### config.mk
export PLATFORM = sky130hd
export DESIGN_NAME = lsu_mem_stage
export DESIGN_NICKNAME = d
export VERILOG_FILES = /design/src/rtl/lsu_mem_stage_pkg.sv /design/src/rtl/lsu_mem_stage_load_ext.sv /design/src/rtl/lsu_mem_stage.sv
export SDC_FILE = /design/constraint.sdc
export NUM_CORES = 1
export LEC_CHECK = 0
export BUFFER_PORTS_ARGS = -buffer_cell sky130_fd_sc_hd__buf_2
export CELL_PAD_IN_SITES_DETAIL_PLACEMENT = 0
export CELL_PAD_IN_SITES_GLOBAL_PLACEMENT = 1
export CORE_MARGIN = 1
export CORE_UTILIZATION = 30
export DETAILED_ROUTE_END_ITERATION = 10
export PLACE_DENSITY_LB_ADDON = 0.1
export SKIP_CTS_REPAIR_TIMING = 1
export SYNTH_ARGS = -nofsm -noshare
export SYNTH_HDL_FRONTEND = slang
export SYNTH_SLANG_ARGS = --single-unit
export TNS_END_PERCENT = 30
### constraint.sdc
create_clock -name clk -period 2.1 [get_ports clk]
set_clock_uncertainty 0.15 [all_clocks]
set_input_delay 0.105 -clock clk [delete_from_list [all_inputs] [get_ports clk]]
set_output_delay 0.105 -clock clk [all_outputs]
set_load 0.02 [all_outputs]
### src/rtl/lsu_mem_stage_pkg.sv
// lsu_mem_stage_pkg: access-size codes, handshake FSM states and the alignment rule
// shared by the LSU memory stage and its load extractor.
package lsu_mem_stage_pkg;
  localparam logic [2:0] F3_B  = 3'b000;
  localparam logic [2:0] F3_H  = 3'b001;
  localparam logic [2:0] F3_BU = 3'b100;
  localparam logic [2:0] F3_HU = 3'b101;
  typedef enum logic {IDLE, ACCESS} state_e;
  // Any size code other than byte/halfword behaves as a word access.
  function automatic logic misaligned(input logic [1:0] size, input logic [1:0] a);
    return (size == F3_B[1:0]) ? 1'b0 : (size == F3_H[1:0]) ? a[0] : (a != 2'b00);
  endfunction
endpackage

### src/rtl/lsu_mem_stage_load_ext.sv
// load_ext: picks the addressed byte/halfword out of a read word and sign- or zero-extends it.
module load_ext
  import lsu_mem_stage_pkg::*;
(
  input  logic [31:0] rdata_i,
  input  logic [1:0]  addr_i,
  input  logic [2:0]  funct3_i,
  output logic [31:0] value_o
);
  logic [7:0]  b;
  logic [15:0] h;
  logic        uns;
  always_comb begin
    b = 8'(rdata_i >> {addr_i, 3'b000});
    h = addr_i[1] ? rdata_i[31:16] : rdata_i[15:0];
    uns = (funct3_i == F3_BU) || (funct3_i == F3_HU);
    value_o = (funct3_i[1:0] == F3_B[1:0]) ? {{24{b[7] & ~uns}}, b} :
              (funct3_i[1:0] == F3_H[1:0]) ? {{16{h[15] & ~uns}}, h} : rdata_i;
  end
endmodule

### src/rtl/lsu_mem_stage.sv
// lsu_mem_stage: EX/MEM capture register, data-memory request/ack FSM and MEM/WB result
// register; stalls upstream while an aligned access waits for its acknowledge.
module lsu_mem_stage
  import lsu_mem_stage_pkg::*;
(
  input  logic        clk,
  input  logic        rst_n,
  input  logic        VALID_E,
  input  logic [31:0] ALU_VAL_E,
  input  logic [31:0] STORE_VAL_E,
  input  logic        MEM_READ_E,
  input  logic        MEM_WRITE_E,
  input  logic [2:0]  FUNCT3_E,
  input  logic [4:0]  RD_E,
  input  logic        REG_WRITE_E,
  output logic        STALL_M,
  output logic        DMEM_REQ,
  output logic        DMEM_WE,
  output logic [31:0] DMEM_ADDR,
  output logic [3:0]  DMEM_WSTRB,
  output logic [31:0] DMEM_WDATA,
  input  logic        DMEM_ACK,
  input  logic [31:0] DMEM_RDATA,
  output logic [31:0] ALU_VAL_EM,
  output logic [31:0] RD_VAL_M,
  output logic [4:0]  RD_M,
  output logic        REG_WRITE_M,
  output logic        VALID_M,
  output logic        MISALIGN_M
);
  state_e      state_q, state_d;
  logic        em_valid_q, em_read_q, em_write_q, em_rw_q;
  logic [31:0] em_alu_q, em_store_q;
  logic [2:0]  em_f3_q;
  logic [4:0]  em_rd_q;
  logic        m_valid_q, m_rw_q, m_mis_q;
  logic [31:0] m_val_q;
  logic [4:0]  m_rd_q;
  logic        em_mis, m_load;
  logic [31:0] load_val;
  load_ext u_load_ext (
    .rdata_i (DMEM_RDATA),
    .addr_i  (em_alu_q[1:0]),
    .funct3_i(em_f3_q),
    .value_o (load_val)
  );
  always_comb begin
    em_mis = (em_read_q | em_write_q) & misaligned(em_f3_q[1:0], em_alu_q[1:0]);
    DMEM_REQ = state_q == ACCESS;
    STALL_M = DMEM_REQ & ~DMEM_ACK;
    m_load = em_valid_q & ~STALL_M;
    // ACCESS is entered only for an op that will actually reach memory.
    state_d = (STALL_M | (VALID_E & (MEM_READ_E | MEM_WRITE_E) &
              ~misaligned(FUNCT3_E[1:0], ALU_VAL_E[1:0]))) ? ACCESS : IDLE;
    DMEM_WE = DMEM_REQ & em_write_q;
    DMEM_ADDR = {em_alu_q[31:2], 2'b00};
    DMEM_WSTRB = !DMEM_WE ? 4'b0000 :
                 (em_f3_q[1:0] == F3_B[1:0]) ? 4'b0001 << em_alu_q[1:0] :
                 (em_f3_q[1:0] == F3_H[1:0]) ? (em_alu_q[1] ? 4'b1100 : 4'b0011) : 4'b1111;
    DMEM_WDATA = (em_f3_q[1:0] == F3_B[1:0]) ? {4{em_store_q[7:0]}} :
                 (em_f3_q[1:0] == F3_H[1:0]) ? {2{em_store_q[15:0]}} : em_store_q;
  end
  always_ff @(posedge clk or negedge rst_n) begin
    if (!rst_n) begin
      state_q    <= IDLE;
      em_valid_q <= 1'b0;
      em_read_q  <= 1'b0;
      em_write_q <= 1'b0;
      em_rw_q    <= 1'b0;
      em_alu_q   <= '0;
      em_store_q <= '0;
      em_f3_q    <= '0;
      em_rd_q    <= '0;
      m_valid_q  <= 1'b0;
      m_rw_q     <= 1'b0;
      m_mis_q    <= 1'b0;
      m_val_q    <= '0;
      m_rd_q     <= '0;
    end else begin
      state_q <= state_d;
      if (!STALL_M) begin
        em_valid_q <= VALID_E;
        em_read_q  <= MEM_READ_E & ~MEM_WRITE_E;
        em_write_q <= MEM_WRITE_E;
        em_rw_q    <= REG_WRITE_E;
        em_alu_q   <= ALU_VAL_E;
        em_store_q <= STORE_VAL_E;
        em_f3_q    <= FUNCT3_E;
        em_rd_q    <= RD_E;
      end
      m_valid_q <= m_load;
      m_rw_q    <= m_load & em_rw_q & (em_rd_q != 5'd0) & ~em_write_q & ~em_mis;
      m_mis_q   <= m_load & em_mis;
      if (m_load) begin
        m_val_q <= (em_read_q & ~em_mis) ? load_val : em_alu_q;
        m_rd_q  <= em_rd_q;
      end
    end
  end
  assign ALU_VAL_EM  = em_alu_q;
  assign RD_VAL_M    = m_val_q;
  assign RD_M        = m_rd_q;
  assign REG_WRITE_M = m_rw_q;
  assign VALID_M     = m_valid_q;
  assign MISALIGN_M  = m_mis_q;
endmodule
==> results.txt <==
Critical-path cell list = buf_12 > nor2_4 > buf_8 > mux2_2 > buf_2
WL met3 = 1110 um
Setup crit end kind = output port
P&R area growth vs syn = 51.7%
Slew Limit Fails = 0
Worst ir drop on vdd = 0.000559 V
CP Class = register to output port
Synth top area cells = dfrtp_1 49%, nand2_1 17%, buf_4 5.2%
EDFF count, synth = 0
Nets@finish = 1130
Rows = 51
RSZ-0062 raised after global routing = true
WP data arrival = 1.89 ns
Top cell type's share of synthesized area = 49.0%
DR pass1 iterations = 4
Final worst slack = -0.0411 ns
Met1 WL = 9310 um
Footprint of the multi-input gates = 0.00254 mm2
Crit-path max FO = 28
# fillers = 1949
Total core area = 0.0195 mm2
WHS = -0.00601 ns
Maximum number of pins on one net before global-route repair = 83
Failing checks = hold timing, setup timing
Die Height = 143 um
Post-synthesis async set-or-reset flop share = 100%
Ports = 254
Gr ovfl total = 0
GP Congestion = 0.816
Fmax = 467 MHz
Initial Util = 30.7%
GRT Total Usage = 20.0%
Synthesized instance count = 697
Post-synth top area cell = dfrtp_1
Setup violators final = 8
Commonest cells after routing, fill and taps aside = 265 x nand2_1, 247 x buf_2, 116 x dfrtp_1, 103 x dlygate4sd3_1, 37 x nor2_1
Register area = 0.00293 mm2
Hold Path Class = input pin to register
Port bufs = 251
1st-iter DRT viols = 279
CP top delay family = buffers and inverters
Post-DP HPWL = 14600 um
Cell count after placement = 1161
Die width = 143 um
Synth Warn # = 0
Highest routed layer = met5
Ant diodes = 0
Die area = 0.0205 mm2
Antenna violations before repair = 1
Met2 WL = 10000 um
Max-cap viol count = 0
Via count = 5933
Final instance area = 0.00906 mm2
Status = finished, violations left
Worst-Margin Slew = 0.708 ns
Commonest non-fill, non-tap cell in the layout = nand2_1
WP buf/inv = 3
Mapped cell area = 0.00597 mm2
# DRC = 0
Non-Filler Instances = 1297
Detail Route Antenna Nets = 0
Clock Path Buffers = 2
Mapped Avg Cell Area = 8.57 um2
CP max stage cell = dfrtp_2
Tmin final = 2.14 ns
Slew HR = 52.1%
Total Wirelength = 20800 um
Hold Vio Cnt, Final = 2
Tcrit/Tclk final = 102%
Critical Path Max Stage Delay = 0.50 ns
Netlist cell types = 41
First-pass GRT wire length = 30700 um
Clk Latency, worst-skew pair = 0.42 ns
CTS HTree Levels = 4
Vias per cell = 4.57
CTS Root Buffer Type = clkbuf_16
CTS Buf Count = 17
Wire length per cell = 16.0 um
Lkg Pwr = 4.55 nW
Power per cell area = 885 mW/mm2
CTS tree = built
Sum Neg Setup Slack = -0.269 ns
Post-synthesis register bit count = 117
Most used DFF post-synth = dfrtp_1
Sinks on Clock Net = 117
Critical Path RT = 1.85 ns
CP Launch Type = register
Share of cells above drive strength 1 = 33.5%
Dpl cell area = 0.00738 mm2
Clock Pin Slew Worst Setup and Hold Paths = 0.05 ns
Sequential area share after synthesis = 49.0%
Vias in the first global route = 5478
==> worst paths after layout <==
| kind | slack [ns] | to | from | cells after the start |
|---|---|---|---|---|
| max | -0.04 | DMEM_WDATA[13] | em_f3_q[1]$_DFFE_PN0N_ | 5 |
| min | -0.006 | RD_VAL_M[6]$_DFFE_PN0N_ | DMEM_RDATA[14] | 5 |
| max reg2reg | 0.04 | RD_VAL_M[19]$_DFFE_PN0N_ | em_f3_q[1]$_DFFE_PN0N_ | 5 |
| min reg2reg | 0.32 | em_store_q[23]$_DFFE_PN0N_ | em_store_q[23]$_DFFE_PN0N_ | 2 |
| max in group asynchronous | 1.10 | DMEM_REQ$_DFF_PN0_ | rst_n | 3 |
| min in group asynchronous | 0.05 | ALU_VAL_EM[13]$_DFFE_PN0N_ | rst_n | 2 |
==> cell families after synthesis <==
kind of cell	Yosys count	synth area share [%]
compound gates	96	12.1
simple gates	353	24.2
mux	32	5.70
other cells	1	0.0628
flops	117	49.0
buf+inv	98	8.92
==> power by group <==
group	switching (mW)	internal, mW
registers	0.264	2.59
logic	1.41	0.922
clock network	1.03	1.79
total	2.71	5.31
==> cell usage after synthesis, types with 2 or more instances <==
library cell  number
dfrtp_1          117
clkbuf_1          33
a21oi_1           19
o2111ai_1          7
nand2b_1           8
o21ai_0           13
nor3_1            26
inv_1             14
mux2_2            16
a22o_1             9
mux2i_1           16
nor2_1            38
buf_2              3
nor2b_1            2
nand3b_1           2
nor4b_1            2
a22oi_1           10
nand2_1          266
a32oi_1            6
nor4_1             2
a211oi_2          10
a211oi_1          14
buf_1              6
buf_4             41
==> state kept, by name, summed over array words and instances (netlist names) <==
name / count
ALU_VAL_EM: 32
DMEM_REQ: 1
MISALIGN_M: 1
RD_M: 5
RD_VAL_M: 32
REG_WRITE_M: 1
VALID_M: 1
em_f3_q: 3
em_rd_q: 5
em_read_q: 1
em_rw_q: 1
em_store_q: 32
em_valid_q: 1
em_write_q: 1
==> metrics by stage <==
stage,util (%),power [mW],setup WS (ns)
2_1_floorplan,-,4.23,0.142
3_3_place_gp,37.9,5.05,-0.190
3_5_place_dp,37.9,5.08,-0.297
4_1_cts,40.9,7.95,-0.277
5_1_grt,46.6,8.44,-0.104
6_report,46.6,8.02,-0.0411
==> routing by layer <==
layer	track usage, %	vias up
li1	-	2922
met4	6.56	2
met1	25.9	2817
met2	32.3	169
met3	5.23	23
met5	0	-
==> area by class of cell <==
type / count / area share, %
Tap cell: 265 / 3.66
Clock inverter: 10 / 1.16
Multi-Input combinational cell: 483 / 28.0
Clock buffer: 22 / 5.12
Timing Repair Buffer: 386 / 29.1
Sequential cell: 117 / 32.3
Inverter: 14 / 0.608
==> worst min-delay path, stage by stage <==
cell	delay [ns]
buf_2	0.11
inv_1	0.04
a32oi_1	0.05
o2111ai_1	0.13
a21oi_1	0.08
(Power assumes the default switching activity.)
